File: config.mk
export PLATFORM = sky130hd
export DESIGN_NAME = stopwatch_ctrl
export DESIGN_NICKNAME = d
export VERILOG_FILES = /design/src/rtl/stopwatch_pkg.sv /design/src/rtl/stopwatch_bcd_cnt.sv /design/src/rtl/stopwatch_ctrl.sv
export SDC_FILE = /design/constraint.sdc
export NUM_CORES = 1
export LEC_CHECK = 0
export ABC_AREA = 1
export CORE_ASPECT_RATIO = 1.5
export CORE_MARGIN = 2
export CORE_UTILIZATION = 48
export DETAILED_ROUTE_END_ITERATION = 12
export PLACE_DENSITY_LB_ADDON = 0.12
export SLEW_MARGIN = 40
export SYNTH_ARGS = -nofsm -noshare
export SYNTH_HDL_FRONTEND = slang
export SYNTH_HIERARCHICAL = 1
export SYNTH_SLANG_ARGS = --single-unit
File: constraint.sdc
create_clock -name clk -period 2.65 [get_ports clk]
set_input_delay 0.53 -clock clk [delete_from_list [all_inputs] [get_ports clk]]
set_output_delay 0.53 -clock clk [all_outputs]
set_load 0.05 [all_outputs]
File: src/rtl/stopwatch_pkg.sv
// Shared types and limits for the stopwatch controller and its BCD counter.
// Latency: n/a (declarations only).
// Backpressure: n/a.
package stopwatch_pkg;

    typedef enum logic [1:0] {
        ST_CLEAR = 2'd0,
        ST_RUN   = 2'd1,
        ST_PAUSE = 2'd2,
        ST_LAP   = 2'd3
    } state_t;

    localparam int                 BCD_W        = 4;
    localparam logic [BCD_W-1:0]   DIGIT_MAX    = 4'd9;
    localparam logic [BCD_W-1:0]   SEC_TENS_MAX = 4'd5;
    localparam logic [2*BCD_W-1:0] HUND_LAST    = {DIGIT_MAX, DIGIT_MAX};
    localparam logic [2*BCD_W-1:0] SEC_LAST     = {SEC_TENS_MAX, DIGIT_MAX};

    // Two-digit BCD increment that rolls to 00 after 'last'; digits never leave 0..9.
    function automatic logic [2*BCD_W-1:0] bcd2_inc(input logic [2*BCD_W-1:0] v,
                                                   input logic [2*BCD_W-1:0] last);
        logic [BCD_W-1:0] tens;
        logic [BCD_W-1:0] ones;
        tens = v[2*BCD_W-1:BCD_W];
        ones = v[BCD_W-1:0];
        if (v == last)
            return '0;
        else if (ones == DIGIT_MAX)
            return {tens + 4'd1, 4'd0};
        else
            return {tens, ones + 4'd1};
    endfunction

endpackage

File: src/rtl/stopwatch_bcd_cnt.sv
// BCD mm:ss.hh counter; advances one hundredth per en, wraps to zero after MIN_WRAP-1:59.99.
// Latency: outputs update on the edge where en is sampled high; clr wins over en.
// Backpressure: none.
module stopwatch_bcd_cnt
    import stopwatch_pkg::*;
#(
    parameter int MIN_WRAP = 60
) (
    input  logic                 clk,
    input  logic                 rst_n,
    input  logic                 en,
    input  logic                 clr,
    output logic [2*BCD_W-1:0]   hund,
    output logic [2*BCD_W-1:0]   sec,
    output logic [2*BCD_W-1:0]   min
);

    localparam logic [2*BCD_W-1:0] MIN_LAST = {4'((MIN_WRAP - 1) / 10), 4'((MIN_WRAP - 1) % 10)};

    logic sec_en;
    logic min_en;

    assign sec_en = en && (hund == HUND_LAST);
    assign min_en = sec_en && (sec == SEC_LAST);

    always_ff @(posedge clk or negedge rst_n) begin
        if (!rst_n) begin
            hund <= '0;
            sec  <= '0;
            min  <= '0;
        end else if (clr) begin
            hund <= '0;
            sec  <= '0;
            min  <= '0;
        end else begin
            if (en)     hund <= bcd2_inc(hund, HUND_LAST);
            if (sec_en) sec  <= bcd2_inc(sec, SEC_LAST);
            if (min_en) min  <= bcd2_inc(min, MIN_LAST);
        end
    end

endmodule

File: src/rtl/stopwatch_ctrl.sv
// Stopwatch sequencer: button/tick edge detect, CLEAR/RUN/PAUSE/LAP FSM, lap snapshot, display mux.
// Latency: a rise seen at an edge changes state/count on that edge; outputs follow combinationally.
// Backpressure: none; inputs are levels sampled every clk.
module stopwatch_ctrl
    import stopwatch_pkg::*;
#(
    parameter int MIN_WRAP = 60
) (
    input  logic                 clk,
    input  logic                 rst_n,
    input  logic                 tick_in,
    input  logic                 strtstop,
    input  logic                 lap_load,
    input  logic                 clr,
    output logic                 run,
    output logic                 lap_hold,
    output logic [2*BCD_W-1:0]   hund,
    output logic [2*BCD_W-1:0]   sec,
    output logic [2*BCD_W-1:0]   min
);

    state_t state;
    state_t next_state;

    logic primed;
    logic tick_q, ss_q, lap_q;
    logic tick_rise, ss_rise, lap_rise;
    logic cnt_en, cnt_clr;

    logic [2*BCD_W-1:0] live_hund, live_sec, live_min;
    logic [2*BCD_W-1:0] snap_hund, snap_sec, snap_min;

    // primed masks the first clock after reset so levels already high do not look like rises.
    always_ff @(posedge clk or negedge rst_n) begin
        if (!rst_n) begin
            primed <= 1'b0;
            tick_q <= 1'b0;
            ss_q   <= 1'b0;
            lap_q  <= 1'b0;
        end else begin
            primed <= 1'b1;
            tick_q <= tick_in;
            ss_q   <= strtstop;
            lap_q  <= lap_load;
        end
    end

    assign tick_rise = primed && tick_in  && !tick_q;
    assign ss_rise   = primed && strtstop && !ss_q;
    assign lap_rise  = primed && lap_load && !lap_q;

    always_ff @(posedge clk or negedge rst_n) begin
        if (!rst_n) state <= ST_CLEAR;
        else        state <= next_state;
    end

    always_comb begin
        next_state = state;
        case (state)
            ST_CLEAR: if (ss_rise) next_state = ST_RUN;
            ST_RUN: begin
                if (ss_rise)       next_state = ST_PAUSE;
                else if (lap_rise) next_state = ST_LAP;
            end
            ST_PAUSE: begin
                if (ss_rise)       next_state = ST_RUN;
                else if (lap_rise) next_state = ST_CLEAR;
            end
            ST_LAP: begin
                if (ss_rise)       next_state = ST_PAUSE;
                else if (lap_rise) next_state = ST_RUN;
            end
            default: next_state = ST_CLEAR;
        endcase
        if (clr) next_state = ST_CLEAR;
    end

    // Count gating uses the pre-transition state, so a tick coincident with stop still counts.
    assign cnt_en  = tick_rise && ((state == ST_RUN) || (state == ST_LAP));
    assign cnt_clr = (next_state == ST_CLEAR);

    stopwatch_bcd_cnt #(
        .MIN_WRAP (MIN_WRAP)
    ) u_cnt (
        .clk   (clk),
        .rst_n (rst_n),
        .en    (cnt_en),
        .clr   (cnt_clr),
        .hund  (live_hund),
        .sec   (live_sec),
        .min   (live_min)
    );

    // Snapshot takes the counter value from before the entry edge, excluding a same-edge tick.
    always_ff @(posedge clk or negedge rst_n) begin
        if (!rst_n) begin
            snap_hund <= '0;
            snap_sec  <= '0;
            snap_min  <= '0;
        end else if ((state != ST_LAP) && (next_state == ST_LAP)) begin
            snap_hund <= live_hund;
            snap_sec  <= live_sec;
            snap_min  <= live_min;
        end
    end

    always_comb begin
        run      = (state == ST_RUN) || (state == ST_LAP);
        lap_hold = (state == ST_LAP);
        hund     = live_hund;
        sec      = live_sec;
        min      = live_min;
        if (state == ST_LAP) begin
            hund = snap_hund;
            sec  = snap_sec;
            min  = snap_min;
        end
    end

endmodule

==> out/summary.txt <==
P_leak -> 1.99 nW
Synth Register Bits -> 54
slew of the pin with the lowest slew margin -> 0.656 ns
share of the synthesized area in the top cell type -> 43.9%
PD cells -> 455 nW/um^2
postcts setup bufs -> 0
H-tree levels -> 2
total design power -> 1.72 mW
total track usage -> 19.9%
switching pwr -> 539 uW
Logic pwr share -> 22.8%
grt total ovfl -> 0
final WL -> 6.53 mm
Final period util -> 90.2%
initial antenna violation count -> 0
Via Count -> 2,535
Worst Setup End Kind -> flip-flop
sequential area share after synthesis -> 43.9%
sequential power share -> 52.2%
Post-CTS Hold Buffers -> 0
first-pass GRT wire length -> 11.4 mm
Die H -> 102 um
maximum VDD drop -> 0.316 mV
most common cell after layout, fill and taps aside -> nand2_1
chip width -> 69.4 um
die footprint -> 7080 um^2
TritonCTS Buffers -> 5
CTS tree -> done
status -> complete, no violations
Synth area leaders -> dfrtp_1 (44%), nand2_1 (20%), nand3_1 (8.3%)
worst clock skew -> 0.00881 ns
RR Endpoint -> u_cnt/sec[6]
post-detailed-route wirelength per cell -> 13.1 um
Clk network pwr share -> 25.0%
switching portion of total power -> 31.3%
RSZ-0062 raised after global routing -> false
Setup WS post-layout -> 0.261 ns
dpl cell area -> 3710 um^2
core area -> 6170 um^2
routability cong. -> 0.875
most frequent cells in the layout -> nand2_1 (165), dfrtp_1 (54), nand3_1 (51)
# fillers -> 534
vias in the first global route -> 2,521
Via density -> 5.09
Area growth, synth to finish -> 23.0%
RR Startpoint -> primed
Yosys top cell by area -> dfrtp_1
placed wire-length estimate -> 4.69 mm
Clock Sinks -> 54
post-CTS sizing -> 0
startpoint types -> input pin
slew margin rel. -> 56.3%
# rows -> 35
final setup TNS -> 0 ns
Synthesis Warnings -> 6
Port Buffers -> 31
share of layout cells above drive strength 1 -> 15.6%
Syn Std Cell Area -> 3080 um^2
worst r2r path cells -> 13
Max Root-Sink Buffers -> 2
library cells used by synthesis -> 29
Post-Syn Area per Cell -> 7.94 um^2
insertion delay to the later sink of the worst-skew pair -> 0.30 ns
post-route ant nets -> 0
dpl ws -> 0.00756 ns
CP max FO -> 8
Pre-antenna DRT Iters -> 4
Synth Instances -> 388
WP data required -> 2.84 ns
largest net degree at the start of global routing -> 29
number of I/O pins -> 32
fin nets -> 442
crit path kind -> in2reg
Final Hold Vio Count -> 0
Post-Syn Nets -> 406
initial core utilization -> 49.9%
internal power -> 1.18 mW
f_max -> 419 MHz
placed insts -> 491
Final setup violation count -> 0
CP arrival -> 2.58 ns
Hold WC Path Type -> in2async
root buf cell -> clkbuf_8
Period minus WS final -> 2.39 ns
reg-to-reg slack, setup -> 0.55 ns
cell area after layout -> 3790 um^2
Slew Limit Fails -> 0
non-filler cells, final -> 498
Max-cap violations -> 0
number of diodes -> 0
Worst-path clk slew -> 0.09 ns
drt drc -> 0
Detailed Route Iter0 Violations -> 165
[layer usage]
layer | share of wire (%) | global-route usage [%] | up-vias
li1 | - | - | 1293
met1 | 42 | 22.6 | 1205
met2 | 54 | 38.2 | 35
met3 | 2.7 | 2.76 | 2
met4 | 0.69 | 6.94 | 0
met5 | 0 | 0 | -
[power by group through the flow]
stage / Sequential, mW / Clock [mW] / Combinational, mW
finish: 0.899 / 0.430 / 0.393
global route: 0.906 / 0.485 / 0.427
CTS: 0.899 / 0.455 / 0.398
detailed placement: 0.916 / 0 / 0.396
global placement: 0.915 / 0 / 0.389
floorplan: 0.905 / 0 / 0.256
[worst max path at each step]
| stage | cells past startpoint | endpoint | startpoint | slack [ns] |
|---|---|---|---|---|
| after detailed placement | 14 | u_cnt/min[6] | strtstop | 0.008 |
| after floorplan | 15 | u_cnt/sec[6] | lap_load | 0.53 |
| after global routing | 14 | u_cnt/sec[6] | strtstop | 0.20 |
| final | 14 | u_cnt/sec[6] | strtstop | 0.26 |
| after global placement | 14 | u_cnt/sec[6] | strtstop | 0.07 |
| after CTS | 14 | u_cnt/sec[6] | strtstop | 0.31 |
[critical path, stage by stage]
cell and delay, ns:
clkdlybuf4s50_1 0.52, nand2_1 0.07, nor2_1 0.10, nor2_1 0.07, nor2_2 0.21, nor2_8 0.04, nor2_1 0.15, inv_2 0.11
nand2_1 0.23, nand2_4 0.11, nor2_8 0.18, nand2_4 0.09, nand2_1 0.10, o21ai_2 0.06
[area by class of cell]
class	instances	area, um^2	area share [%]
well taps	74	92.6	2.44
clock inverters	2	10.0	0.264
flip-flops and latches	54	1350	35.7
multi-input cells	298	1540	40.7
inverters	24	92.6	2.44
clock buffers	5	68.8	1.82
repair buffers	41	631	16.6
[cell families (layout without fill, tap and decap cells)]
| family | Yosys count | in the layout | synth area share [%] |
|---|---|---|---|
| buffers and inverters | 36 | 72 | 6.01 |
| other | 1 | 1 | 0.122 |
| AOI/OAI and AO/OA | 16 | 16 | 2.97 |
| xor gates and xnor gates | 10 | 10 | 2.84 |
| DFF | 54 | 54 | 43.9 |
| adders and majority gates | 12 | 12 | 4.88 |
| and+or+nand+nor | 259 | 259 | 39.3 |
[per-stage QoR]
stage	utilization (%)	hold slack, ns
finish	61.4	0.243
global route	61.4	0.283
CTS	61.4	0.255
detailed placement	60.1	0.459
global placement	60.1	0.454
floorplan	-	0.234
[state kept, by name, indices dropped and copies added (netlist names)]
signal,cells
primed,1
u_cnt/min,8
u_cnt/hund,8
snap_hund,8
tick_q,1
lap_q,1
ss_q,1
snap_sec,8
u_cnt/sec,8
state,2
snap_min,8
[cells in the mapped netlist]
cell / number
nand3_2: 1
inv_2: 2
inv_1: 21
nand3b_4: 1
xnor2_1: 2
nand2_1: 165
o21ai_2: 2
xor2_1: 8
o21ai_1: 1
or2_2: 1
nand4_1: 3
nor2_8: 3
nand3_4: 2
clkbuf_1: 3
nor2_1: 22
buf_2: 2
nand2_2: 1
nor2_4: 1
buf_6: 5
dfrtp_1: 54
buf_4: 2
nor2_2: 1
conb_1: 1
nand3_1: 51
ha_1: 12
o22ai_1: 3
nand2_4: 7
o21ai_0: 10
inv_4: 1
(Power assumes the default switching activity.)
